File: src/rtl/risc_pkg.sv
// Shared opcode values, controller state encoding and opcode helper for the RISC sequencer.
package risc_pkg;

  localparam logic [2:0] HLT = 3'd0;
  localparam logic [2:0] SKZ = 3'd1;
  localparam logic [2:0] ADD = 3'd2;
  localparam logic [2:0] AND = 3'd3;
  localparam logic [2:0] XOR = 3'd4;
  localparam logic [2:0] LDA = 3'd5;
  localparam logic [2:0] STO = 3'd6;
  localparam logic [2:0] JMP = 3'd7;

  // Phases 0..7 occupy the low three bits; HALTED sits outside the cycle.
  typedef enum logic [3:0] {
    INST_ADDR  = 4'd0,
    INST_FETCH = 4'd1,
    INST_LOAD  = 4'd2,
    IDLE       = 4'd3,
    OP_ADDR    = 4'd4,
    OP_FETCH   = 4'd5,
    ALU_OP     = 4'd6,
    STORE      = 4'd7,
    HALTED     = 4'd8
  } state_t;

  function automatic logic is_aluop(input logic [2:0] op);
    return (op == ADD) || (op == AND) || (op == XOR) || (op == LDA);
  endfunction

endpackage

File: src/rtl/risc_ctrl.sv
// Eight-phase instruction sequencer with mem_rdy wait/timeout and halt/resume.
// Optional macro RISC_CTRL_SINGLE_STEP_EN adds a step input that gates each instruction.
module risc_ctrl
  import risc_pkg::*;
#(
  parameter int OPC_W    = 3,
  parameter int MAX_WAIT = 15,
  parameter int WAIT_W   = 4
) (
  input  logic             clk,
  input  logic             rst_n,
  input  logic [OPC_W-1:0] opcode,
  input  logic             zero,
  input  logic             mem_rdy,
  input  logic             run,
`ifdef RISC_CTRL_SINGLE_STEP_EN
  input  logic             step,
`endif
  output logic             fch,
  output logic             rd,
  output logic             wr,
  output logic             ld_ir,
  output logic             ld_ac,
  output logic             ld_pc,
  output logic             inc_pc,
  output logic             data_e,
  output logic             halt,
  output logic             fault,
  output logic [2:0]       phase
);

  state_t            state;
  logic [WAIT_W-1:0] wait_cnt;
  logic              alu;
  logic              waiting;
  logic              go;

  assign alu     = is_aluop(opcode);
  assign waiting = (state == INST_FETCH) || ((state == OP_FETCH) && alu);

`ifdef RISC_CTRL_SINGLE_STEP_EN
  assign go = step;
`else
  assign go = 1'b1;
`endif

  // A held fetch phase counts cycles; running out of budget parks the controller with a sticky fault.
  always_ff @(posedge clk or negedge rst_n) begin
    if (!rst_n) begin
      state    <= INST_ADDR;
      wait_cnt <= '0;
      fault    <= 1'b0;
    end else if (waiting && !mem_rdy) begin
      if (wait_cnt == WAIT_W'(MAX_WAIT - 1)) begin
        state    <= HALTED;
        wait_cnt <= '0;
        fault    <= 1'b1;
      end else begin
        wait_cnt <= wait_cnt + 1'b1;
      end
    end else begin
      wait_cnt <= '0;
      case (state)
        INST_ADDR:  if (go) state <= INST_FETCH;
        INST_FETCH: state <= INST_LOAD;
        INST_LOAD:  state <= IDLE;
        IDLE:       state <= OP_ADDR;
        OP_ADDR:    state <= (opcode == HLT) ? HALTED : OP_FETCH;
        OP_FETCH:   state <= ALU_OP;
        ALU_OP:     state <= STORE;
        STORE:      state <= INST_ADDR;
        HALTED:     if (run) state <= INST_ADDR;
        default:    state <= INST_ADDR;
      endcase
    end
  end

  always_comb begin
    fch    = 1'b0;
    rd     = 1'b0;
    wr     = 1'b0;
    ld_ir  = 1'b0;
    ld_ac  = 1'b0;
    ld_pc  = 1'b0;
    inc_pc = 1'b0;
    data_e = 1'b0;
    halt   = 1'b0;
    case (state)
      INST_ADDR:  fch = 1'b1;
      INST_FETCH: begin fch = 1'b1; rd = 1'b1; end
      INST_LOAD,
      IDLE:       begin fch = 1'b1; rd = 1'b1; ld_ir = 1'b1; end
      OP_ADDR:    inc_pc = 1'b1;
      OP_FETCH:   rd = alu;
      ALU_OP: begin
        rd     = alu;
        inc_pc = (opcode == SKZ) && zero;
        ld_pc  = (opcode == JMP);
        data_e = (opcode == STO);
      end
      STORE: begin
        rd     = alu;
        ld_ac  = alu;
        ld_pc  = (opcode == JMP);
        inc_pc = (opcode == JMP);
        wr     = (opcode == STO);
        data_e = (opcode == STO);
      end
      HALTED:     begin fch = 1'b1; halt = 1'b1; end
      default:    fch = 1'b1;
    endcase
  end

  assign phase = (state == HALTED) ? 3'd0 : state[2:0];

endmodule

File: config.mk
export PLATFORM = sky130hd
export DESIGN_NAME = risc_ctrl
export DESIGN_NICKNAME = d
export VERILOG_FILES = /design/src/rtl/risc_pkg.sv /design/src/rtl/risc_ctrl.sv
export SDC_FILE = /design/constraint.sdc
export NUM_CORES = 1
export LEC_CHECK = 0
export BUFFER_PORTS_ARGS = -buffer_cell sky130_fd_sc_hd__buf_2
export CAP_MARGIN = 20
export CORE_AREA = 10 10 47 49
export DETAILED_ROUTE_END_ITERATION = 8
export DIE_AREA = 0 0 57 59
export GPL_TIMING_DRIVEN = 0
export PLACE_DENSITY_LB_ADDON = 0.3
export SYNTH_ARGS = -nofsm -noshare
export SYNTH_HDL_FRONTEND = slang
export SYNTH_SLANG_ARGS = --single-unit
File: constraint.sdc
create_clock -name clk -period 1.9 [get_ports clk]
set_input_delay 0.285 -clock clk [delete_from_list [all_inputs] [get_ports clk]]
set_output_delay 0.285 -clock clk [all_outputs]
set_load 0.01 [all_outputs]
# Word-level counts from Yosys, hierarchy flattened
# Index checks and enable logic that the tools add are counted.
# W data, S select, Z words.
[totals]
in_bits = 8
reg_bits = 9
elab_cells = 56
[classes]
mux = 17
eq_ne = 18
reduce_logical = 17
addsub = 1
[op_table]
columns = ["cell", "count"]
rows = [
  ["$pmux W4 S8", 1],
  ["$mux W4", 6],
  ["$eq A4 B3 Y1 const B", 4],
  ["$eq A3 B3 Y1 const B", 4],
  ["$eq A4 B2 Y1 const B", 2],
  ["$eq A4 B4 Y1 const B", 2],
  ["$mux W1", 7],
  ["$eq A3 B2 Y1 const B", 2],
  ["$reduce_or A3 Y1", 2],
  ["$add A4 B1 Y4 const B", 1],
  ["$eq A4 B1 Y1 const B", 1],
  ["$logic_not A4 Y1", 1],
  ["$logic_or A1 B1 Y1", 4],
  ["$reduce_and A2 Y1", 2],
  ["$reduce_or A2 Y1", 2],
  ["$reduce_or A4 Y1", 1],
  ["$eq A3 B1 Y1 const B", 1],
  ["$logic_and A1 B1 Y1", 3],
  ["$logic_not A3 Y1", 1],
  ["$mux W3", 1],
  ["$ne A3 B3 Y1 const B", 1],
  ["$pmux W1 S3", 1],
  ["$ne A2 B1 Y1 const B", 1],
  ["$pmux W1 S2", 1],
  ["$logic_not A1 Y1", 1],
]

# Depth between registers and ports, before layout
# Gate-level depths: netlist of run 1.
[depth]
depth_word = 9
mapped_depth = 6
depth_no_buf = 6

# Least setup slack after synthesis of run 1
# Ideal clock, no wire load.
[synth_timing]
path_kind = "register -> output"
startpoint = "register state[3]"
endpoint = "output wr"
path_stages_with_launch = 5
t_arrival_ns = 1.370
slack_ns = 0.245
path_buffers = 1
cell_sequence = "dfrtp_1 > clkbuf_1 > nand2b_1 > nor3_1 > and2_1"
[synth_via]
elab_chain_cells = 2
[synth_rtl]
columns = ["element", "line", "source"]
rows = [
  ["start, declared", "risc_ctrl.sv:32", "state_t state;"],
  ["start signal, assigned", "risc_ctrl.sv:68", "OP_ADDR: state <= (opcode == HLT) ? HALTED : OP_FETCH;"],
  ["$eq A4 B3 Y1", "risc_ctrl.sv:88", "case (state)"],
  ["$mux W1", "risc_ctrl.sv:88", ""],
  ["end, declared", "risc_ctrl.sv:21", "output logic wr,"],
]
# Every way passes these cells.

# Worst setup path after layout of run 1
# Same ends and word-level chain as after synthesis.

==> results of run 1 <==
## stage by stage
step	cell area (um2)	util, %	std cells
final	748.2	53.39	110
after global routing	748.2	53.39	110
after CTS	743.2	53.04	111
after detailed placement	710.7	50.71	107
after global placement	710.7	50.71	107
after floorplan	590.6	-	71
## power by group through the flow
stage	Clock (uW)	Combinational [uW]	Sequential (uW)
3_5_place_dp	0	484	296
5_1_grt	166	480	364
4_1_cts	158	461	314
3_3_place_gp	0	475	297
6_report	151	428	348
2_1_floorplan	0	338	282
## worst reg2reg max path: cells and delay by family (launching register included)
kind	cells	cell delay, ps
AOI/OAI and AO/OA	1	360
DFF	1	590
and+or+nand+nor	3	590
## metal layers
| layer | vias to the layer above | routed length [um] | track usage (%) | part of all wire, % |
|---|---|---|---|---|
| met5 | - | 0 | 0 | 0 |
| met4 | 0 | 33 | 6.040 | 2.3 |
| met3 | 4 | 55 | 1.288 | 3.8 |
| met2 | 22 | 680 | 13.49 | 48 |
| met1 | 265 | 660 | 10.00 | 46 |
| li1 | 292 | - | - | - |
## final timing paths
| check | from | end | slack (ps) |
|---|---|---|---|
| max | state[3] | wr | 100 |
| min | mem_rdy | state[1] | 330 |
| max reg2reg | state[0] | wait_cnt[2] | 290 |
| min reg2reg | fault | fault | 460 |
| max in group asynchronous | rst_n | state[1] | 1310 |
| min in group asynchronous | rst_n | state[0] | 400 |
## area by class of cell
cell class | count | area share [%]
buffer | 4 | 2.007
clock buffer | 4 | 3.512
inverter | 3 | 1.505
multi-input combinational | 53 | 45.32
sequential | 9 | 30.27
tap | 16 | 2.676
timing repair buffer | 21 | 14.72
## state kept, by name, indices dropped and copies added (netlist names)
| name | count |
|---|---|
| fault | 1 |
| state | 4 |
| wait_cnt | 4 |
## placed cells by master (no fill, tap or decap), types with 2 or more instances in the layout
cell / instances
and2_1: 2
inv_1: 3
a21oi_1: 3
nand2_1: 3
nor2b_1: 2
clkbuf_4: 3
xnor2_1: 2
nand3_1: 3
buf_2: 20
o22ai_1: 2
clkbuf_1: 5
o21ai_0: 3
nor3_1: 5
nor2_1: 8
ha_1: 2
a21o_1: 2
nand2b_1: 4
dfrtp_1: 8
## what timing repair did
action,4_1_cts,5_1_grt
endpoints found under the hold margin,9,0
setup endpoints to repair,2,2
cloned,0,0
resized for setup,0,3
hold buffers,1,0
buffers inserted,0,0
## kinds of logic (layout without fill, tap and decap cells)
group,count (synthesis),after routing,share of synthesized area [%]
AND/OR/NAND/NOR,34,34,31.14
AO/OA/AOI/OAI,15,15,17.79
flip-flops,9,9,38.14
buffers and inverters,9,32,5.720
adder cells (fa/ha/maj),2,2,4.237
XOR/XNOR,2,2,2.967
==> flow_metrics.py, run 1 <==
metrics = {
    "outcome": {
        "status": "finished, final reports clean",
    },
    "power_and_ir_drop": {
        "p_leak_uw": 0.0003702,
        "swShare_pct": 42.46,
        "p_sw_uw": 394.1,
        "max-vdd-ir-drop_v": 0.0005984,
        "power_uw": 928.2,
        "clkPwrFrac_pct": 16.3,
        "power_frac_comb_pct": 46.1,
        "seqPwrFrac_pct": 37.5,
        "p_int_uw": 534.0,
        "p_per_area_mw_per_mm2": 1241,
    },
    "worst_setup_path": {
        "critical-path-slowest-cell": "dfrtp_1",
        "critPathKind": "flop to output port",
        "worstSetupEndpointType": "output port",
        "cp.depth": 5,
        "cpPeakStageDelay_ps": 360,
        "path_cells": "clkbuf_1, nand2b_4, nor3_1, and2_1, buf_2",
        "cp.required_ps": 1620,
        "rr_worst_depth": 4,
        "critPathMaxFanout": 9,
        "crit_family": "simple AND/OR/NAND/NOR gates",
        "cp-start-kind": "flop",
        "worst-path-buf-inv": 2,
        "crit_arrival_ps": 1520,
    },
    "sta": {
        "tns_ps": 0,
        "setup_viol": 0,
        "rsz0062_at_grt": "no",
        "clock_skew_ps": 1.329,
        "max_freq_ghz": 0.5547,
        "drv_slew": 0,
        "fin_crit_sh_pct": 94.89,
        "fin_crit_ps": 1803,
        "hold_violations": 0,
        "fin_ws_ps": 97.15,
        "max_slew.worst_pin.slew_ps": 416.1,
        "fin_hold_ws_ps": 333.9,
        "relSlewSlack_pct": 72.26,
    },
    "die": {
        "die_y_um": 59,
        "die_w_um": 57,
        "start_util_pct": 42.14,
        "dieArea_mm2": 0.003363,
        "core_area_mm2": 0.001401,
        "num_rows": 14,
        "ios": 21,
    },
    "synth": {
        "syn_nets": 81,
        "yosysSeqAreaShare_pct": 38.14,
        "yosysWarningCount": 0,
        "yosysMostFrequentCell": "dfrtp_1",
        "netlist.area_leader.share_pct": 38.14,
        "synthCells": 71,
        "ys_seq_elements": 9,
        "yosys.area.top_type": "dfrtp_1",
        "synth_area_leaders": "dfrtp_1 38%, nand2b_1 5.3%, nor2_1 5.1%, ha_1 4.2%, nor3_1 4.2%",
        "synth_flop_cell": "dfrtp_1",
        "synth_area_um2": 590.6,
        "syn_area_per_cell_um2": 8.318,
        "async_flop_share_pct": 100.0,
        "ys_types": 27,
        "synth-edff-count": 0,
        "netlist_top_cells_count": "9 x dfrtp_1, 8 x nor2_1, 6 x clkbuf_1, 5 x nand2b_1, 5 x nor3_1",
    },
    "route": {
        "wirelength_um": 1430,
        "drcViolationCount": 0,
        "wl_per_cell_um": 13.00,
        "drtIter0Drc": 12,
        "drtPass1Iterations": 4,
        "ant_nets": 0,
        "vias": 583,
        "post_drt_via_cell_ratio": 5.300,
    },
    "layout": {
        "layout-drive-gt1-share_pct": 31.91,
        "multi_input_area_um2": 339.1,
        "antenna_cells": 0,
        "area_delta_synth_final_pct": 26.70,
        "seqCellArea_um2": 226.5,
        "finalNetCount": 105,
        "final.fill_count": 139,
    },
    "clocking": {
        "clock_sinks": 9,
        "clkTransAtPathRegs_ps": 60,
        "clock_latency_ps": 260,
        "cts_buffers": 3,
        "clk_path_buf_depth": 2,
        "h-tree-depth": 1,
        "cts_tree": "done",
        "cts-root-buf": "clkbuf_4",
    },
    "hold_path": {
        "holdCritPathClass": "primary input to flop",
        "holdPathStages": 3,
    },
    "placement": {
        "gp_congestion": 0.8082,
        "port_buffers": 20,
        "pre_cts_ws_ps": 242.1,
        "hpwl_um": 1132,
    },
    "global_route": {
        "antenna_found_initial": 0,
        "grt.total_usage_pct": 8.421,
        "grt_pass1_wl_um": 2318,
        "grt_overflow": 0,
        "first_global_vias": 533,
        "grt_max_degree": 15,
    },
    "run": {
        "cap_violations": 0,
    },
}
(Power assumes the default switching activity.)
==> inputs of run 2 (changes only) <==
--- a/config.mk
+++ b/config.mk
@@ -5,13 +5,14 @@
 export SDC_FILE = /design/constraint.sdc
 export NUM_CORES = 1
 export LEC_CHECK = 0
+export ABC_AREA = 1
 export BUFFER_PORTS_ARGS = -buffer_cell sky130_fd_sc_hd__buf_2
 export CAP_MARGIN = 20
-export CORE_AREA = 10 10 47 49
+export CORE_AREA = 10 10 48 50
 export DETAILED_ROUTE_END_ITERATION = 8
-export DIE_AREA = 0 0 57 59
+export DIE_AREA = 0 0 58 60
 export GPL_TIMING_DRIVEN = 0
-export PLACE_DENSITY_LB_ADDON = 0.3
+export PLACE_DENSITY_LB_ADDON = 0.05
 export SYNTH_ARGS = -nofsm -noshare
 export SYNTH_HDL_FRONTEND = slang
 export SYNTH_SLANG_ARGS = --single-unit
==> run 2 against run 1 <==
Effect of this change:
- non-clock buffer count fell by 1
- count of clock-buffer cells in the layout did not move
- fmax rose by 7.3%
- combinational power rose by 24%
- final cell count rose by 20%
- hold slack improved by 34 ps
- sequential share of layout area fell by 2.2 points
- critical path type unchanged
- power rose by 7.0%
- final area rose by 7.2%
- sequential power fell by 9.2%
- die area rose by 3.5%
==> flow_metrics.py, run 2 <==
metrics = {
    "sta": {
        "fin_crit_ps": 1680,
        "fin_crit_sh_pct": 88.40,
        "drv_slew": 0,
        "setup_viol": 0,
        "max_slew.worst_pin.slew_ps": 252.4,
        "rsz0062_at_grt": "no",
        "relSlewSlack_pct": 83.17,
        "max_freq_ghz": 0.5954,
        "tns_ps": 0,
        "hold_violations": 0,
        "clock_skew_ps": 5.779,
    },
    "worst_setup_path": {
        "cpPeakStageDelay_ps": 400,
        "cp-start-kind": "flop",
        "crit_arrival_ps": 1390,
        "critPathKind": "flop to output port",
        "worstSetupEndpointType": "output port",
        "path_cells": "inv_2, nand2_2, inv_2, nand2_1, nor4_2, buf_2",
        "critical-path-slowest-cell": "dfrtp_1",
        "critPathMaxFanout": 7,
        "cp.required_ps": 1620,
        "critPathMostFrequentCell": "inv_2",
    },
    "synth": {
        "async_flop_share_pct": 100.0,
        "synth_area_um2": 645.6,
        "synth_flop_cell": "dfrtp_1",
        "yosys.area.top_type": "dfrtp_1",
        "ys_types": 21,
        "yosysSeqAreaShare_pct": 34.88,
        "synth_area_leaders": "dfrtp_1 35%, nand2_1 13%, nor2_1 5.8%, nor2_2 5.8%, inv_1 5.2%",
        "yosysWarningCount": 0,
        "netlist.area_leader.share_pct": 34.88,
        "syn_nets": 101,
        "ys_seq_elements": 9,
        "synthCells": 91,
        "synth-edff-count": 0,
        "netlist_top_cells_count": "23 x nand2_1, 10 x nor2_1, 9 x dfrtp_1, 9 x inv_1",
        "yosysMostFrequentCell": "nand2_1",
        "syn_area_per_cell_um2": 7.095,
    },
    "route": {
        "drtIter0Drc": 7,
        "post_drt_via_cell_ratio": 4.886,
        "wirelength_um": 1475,
        "top_layer": "met4",
        "wl_met3_um": 128,
        "route.met2.wl_um": 691,
        "ant_nets": 0,
        "wl_per_cell_um": 11.17,
        "drtPass1Iterations": 4,
        "drcViolationCount": 0,
        "vias": 645,
        "wl_met1_um": 639,
    },
    "placement": {
        "gp_congestion": 0.8206,
        "place_area_um2": 765.7,
        "port_buffers": 20,
        "hpwl_um": 1250,
    },
    "outcome": {
        "status": "finished, final reports clean",
    },
    "global_route": {
        "first_global_vias": 633,
        "grt_pass1_wl_um": 2615,
        "antenna_found_initial": 0,
        "grt.total_usage_pct": 9.295,
        "grt_max_degree": 10,
        "grt_overflow": 0,
    },
    "clocking": {
        "clock_sinks": 9,
        "clkTransAtPathRegs_ps": 60,
        "cts_setup_buffers": 0,
        "h-tree-depth": 1,
        "clk_path_buf_depth": 2,
        "cts-root-buf": "clkbuf_4",
        "cts_resized": 0,
        "cts_tree": "done",
        "clock_latency_ps": 260,
        "cts_buffers": 3,
    },
    "layout": {
        "antenna_cells": 0,
        "final.fill_count": 149,
        "layout_commonest_cell": "nand2_1",
        "layout-drive-gt1-share_pct": 33.62,
        "final_cell_mix": "23 x nand2_1, 20 x buf_2, 10 x nor2_1",
        "finalNetCount": 127,
        "utilization_pct": 55.84,
        "area_delta_synth_final_pct": 24.22,
        "fin_area_um2": 802.0,
        "reg_top3": "state (4), wait_cnt (4), fault (1)",
    },
    "power_and_ir_drop": {
        "power_uw": 992.7,
        "max-vdd-ir-drop_v": 0.0005226,
        "p_per_area_mw_per_mm2": 1238,
        "p_leak_uw": 0.0004475,
    },
    "die": {
        "dieArea_mm2": 0.003480,
        "die_w_um": 58,
        "core_area_mm2": 0.001436,
        "start_util_pct": 44.95,
        "die_y_um": 60,
        "ios": 21,
        "num_rows": 14,
    },
    "hold_path": {
        "holdCritPathClass": "primary input to flop",
    },
    "run": {
        "cap_violations": 0,
    },
}
## run 2: changes by cell type in the layout (fill, tap and decap cells not counted), moves of 3 or more
| cell | change |
|---|---|
| inv_1 | +6 |
| a21oi_1 | -3 |
| nand2b_1 | -4 |
| nand2_1 | +20 |
| inv_2 | +4 |
| nor2_2 | +6 |
| nand4_1 | +4 |
| o21ai_0 | -3 |
| nand3_1 | +3 |
## run 2: critical path: cells and delay by family, from the launching register on
family / cells / cell delay (ps)
DFF: 1 / 400
buffers and inverters: 3 / 380
and+or+nand+nor: 3 / 350
## run 2: layer usage
metal	up-vias	GRT usage, %
met3	2	3.178
met4	0	5.369
met1	285	9.420
met2	18	16.26
met5	-	0
li1	340	-
## run 2: final timing paths
| check | startpoint | cells past startpoint | slack (ps) | end |
|---|---|---|---|---|
| max | state[3] | 6 | 220 | wr |
| max reg2reg | state[1] | 6 | 730 | state[3] |
| min reg2reg | fault | 1 | 470 | fault |
| max in group asynchronous | rst_n | 2 | 1320 | state[0] |
| min in group asynchronous | rst_n | 2 | 400 | state[1] |
| min | mem_rdy | 4 | 370 | fault |
## run 2: stage by stage
| step | hold slack [ps] | setup slack, ps | instances |
|---|---|---|---|
| floorplan | -10.59 | 570.8 | 91 |
| global placement | 144.2 | 511.4 | 127 |
| detailed placement | 147.5 | 505.8 | 127 |
| CTS | 365.4 | 210.8 | 132 |
| global route | 408.1 | 120.0 | 132 |
| finish | 367.5 | 220.5 | 132 |
## run 2: logic make-up (layout without fill, tap and decap cells)
family | Yosys count | in the layout | share of synthesized area (%)
xor+xnor | 2 | 2 | 2.714
fa+ha+maj | 2 | 2 | 3.875
flops | 9 | 9 | 34.88
simple gates | 61 | 61 | 48.06
buf+inv | 16 | 41 | 9.301
compound gates | 1 | 1 | 1.163
## run 2: final cells by class
type	count	area, um2	share of cell area (%)
multi-input combinational	66	360.3	44.93
sequential	9	225.2	28.08
timing repair buffer	21	110.1	13.73
inverter	13	48.80	6.084
clock buffer	4	26.28	3.276
tap	16	20.02	2.496
buffer	3	11.26	1.404
## run 2: timing repair
action / 4_1_cts / 5_1_grt
endpoints found under the setup margin: 0 / 0
hold buffers: 1 / 0
endpoints found under the hold margin: 9 / 0
## run 2: where the power goes
| group | leakage (uW) | internal (uW) | switching (uW) |
|---|---|---|---|
| clock network | 0.0000150 | 80.8 | 64.8 |
| registers | 0.000118 | 241 | 74.7 |
| logic | 0.000315 | 197 | 334 |
==> inputs of run 3 (changes only) <==
--- a/config.mk
+++ b/config.mk
@@ -8,9 +8,9 @@
 export ABC_AREA = 1
 export BUFFER_PORTS_ARGS = -buffer_cell sky130_fd_sc_hd__buf_2
 export CAP_MARGIN = 20
-export CORE_AREA = 10 10 48 50
+export CORE_AREA = 10 10 50 52
 export DETAILED_ROUTE_END_ITERATION = 8
-export DIE_AREA = 0 0 58 60
+export DIE_AREA = 0 0 60 62
 export GPL_TIMING_DRIVEN = 0
 export PLACE_DENSITY_LB_ADDON = 0.05
 export SYNTH_ARGS = -nofsm -noshare
==> constraint.sdc (replaced) <==
create_clock -name clk -period 1.5 [get_ports clk]
set_input_delay 0.225 -clock clk [delete_from_list [all_inputs] [get_ports clk]]
set_output_delay 0.225 -clock clk [all_outputs]
set_load 0.01 [all_outputs]
==> run 3 against run 2 <==
Effect of this change:
- first-iteration DRC count did not move
- clock power increased by 27%
- largest power group unchanged
- count of clock-buffer cells in the layout stayed put
- setup slack worse by 190 ps
- sequential power increased by 24%
- combinational power increased by 65%
- non-clock buffer count grew 5
- clock skew is 3.7 ps lower
==> flow_metrics.py, run 3 (synthesis results as in run 2) <==
metrics = {
    "outcome": {
        "status": "finished, final reports clean",
    },
    "route": {
        "vias": 689,
        "drtIter0Drc": 7,
        "wirelength_um": 1687,
        "ant_nets": 0,
        "drcViolationCount": 0,
        "wl_per_cell_um": 12.22,
        "post_drt_via_cell_ratio": 4.993,
        "drtPass1Iterations": 4,
    },
    "sta": {
        "setup_viol": 0,
        "fin_crit_ps": 1473,
        "drv_slew": 0,
        "max_freq_ghz": 0.6788,
        "fin_crit_sh_pct": 98.22,
        "hold_violations": 0,
        "relSlewSlack_pct": 84.21,
        "max_slew.worst_pin.slew_ps": 236.3,
        "clock_skew_ps": 2.035,
        "rsz0062_at_grt": "yes",
    },
    "layout": {
        "layout-drive-gt1-share_pct": 41.32,
        "reg_top3": "state (4), wait_cnt (4), fault (1)",
        "fin_area_um2": 880.8,
        "fin_cells": 138,
        "layout_commonest_cell": "nand2_1",
        "antenna_cells": 0,
        "final_cell_mix": "21 x nand2_1, 20 x buf_2, 10 x nor2_1",
        "utilization_pct": 54.57,
        "area_delta_synth_final_pct": 36.43,
        "finalNetCount": 132,
    },
    "hold_path": {
        "min_from": "mem_rdy",
        "holdCritPathClass": "primary input to flop",
        "holdPathEnd": "fault",
        "holdPathStages": 4,
    },
    "clocking": {
        "cts_buffers": 3,
        "clk_path_buf_depth": 2,
        "h-tree-depth": 1,
        "cts_tree": "done",
        "clock_latency_ps": 260,
        "cts-root-buf": "clkbuf_4",
        "clock_sinks": 9,
        "clkTransAtPathRegs_ps": 60,
    },
    "worst_setup_path": {
        "cpPeakStageDelay_ps": 390,
        "r2r_slack_ps": 330,
        "rr_worst_depth": 6,
        "crit_arrival_ps": 1250,
        "crit_family": "flip-flops",
        "critical-path-slowest-cell": "dfrtp_2",
        "cp.required_ps": 1270,
        "reg2reg_from": "state[3]",
        "cp-start-kind": "flop",
        "r2r-end": "wait_cnt[0]",
        "worstSetupEndpointType": "output port",
        "critPathKind": "flop to output port",
        "worst-path-buf-inv": 3,
        "critPathMaxFanout": 4,
        "path_cells": "inv_4, buf_4, nor4_4, buf_2",
    },
    "power_and_ir_drop": {
        "p_per_area_mw_per_mm2": 1651,
        "p_leak_uw": 0.0004846,
        "max-vdd-ir-drop_v": 0.0007958,
    },
    "placement": {
        "hpwl_um": 1304,
        "place_area_um2": 767.0,
        "placed_cells": 128,
        "gp_congestion": 0.7968,
        "port_buffers": 20,
    },
    "global_route": {
        "first_global_vias": 694,
        "grt_overflow": 0,
        "grt_pass1_wl_um": 2891,
        "grt.total_usage_pct": 9.771,
        "grt_max_degree": 10,
        "antenna_found_initial": 0,
    },
    "die": {
        "die_w_um": 60,
        "core_area_mm2": 0.001614,
        "dieArea_mm2": 0.003720,
        "num_rows": 15,
        "ios": 21,
        "start_util_pct": 40.00,
        "die_y_um": 62,
    },
    "run": {
        "cap_violations": 0,
    },
}
run 3: cell count changes in the layout (fill, tap and decap cells not counted), moves of 2 or more:
cell	change
dfrtp_1	-3
inv_2	-3
dfrtp_2	+3
inv_4	+3
nand2_4	+2
buf_4	+5
nand2_1	-2
run 3: through the flow:
stage                     hold slack [ps]  TNS [ps]  setup slack (ps)  power [uW]
after floorplan                    -70.59         0             230.8       871.7
after global placement              86.15         0             161.4        1092
after detailed placement            90.34         0             127.9        1094
after CTS                           311.4         0             12.40        1395
after global routing                358.8    -112.9            -27.33        1599
final                               313.4         0             26.72        1454
run 3: worst min-delay path: cells and delay by family:
family	cells	cell delay [ps]
compound gates	1	70
simple gates	2	140
buf+inv	1	80
run 3: how the worst max path moves through the flow:
stage	from	endpoint	slack [ps]	depth (start not counted)
CTS	state[3]	wr	10	6
floorplan	state[3]	data_e	230	5
global route	state[0]	inc_pc	-30	6
detailed placement	state[3]	wr	130	6
finish	state[0]	wr	30	4
global placement	state[3]	wr	160	6
run 3: layer usage:
metal	vias up	track usage [%]	wire, um
met5	-	0	0
met1	319	9.102	644
li1	349	-	-
met4	0	5.769	43
met2	15	18.53	891
met3	6	2.642	107
run 3: layout make-up:
type                            count  area, um2
Clock buffer                        4      26.28
Multi-Input combinational cell     66      389.1
Buffer                              3      11.26
Fill cell                         167      733.2
Inverter                           13      56.30
Timing Repair Buffer               26      147.6
Tap cell                           17      21.27
Sequential cell                     9      229.0
run 3: power breakdown:
part	internal, uW	switching, uW	leakage [uW]
Combinational	346	531	0.000355
Sequential	313	79.7	0.000114
Clock	102	82.3	0.0000150
run 3: timing repair:
item,4_1_cts,5_1_grt
gates resized for setup,6,6
hold buffers,1,0
pin swaps,0,2
setup endpoints to repair,5,5
hold endpoints to repair,9,0
buffers inserted,4,1
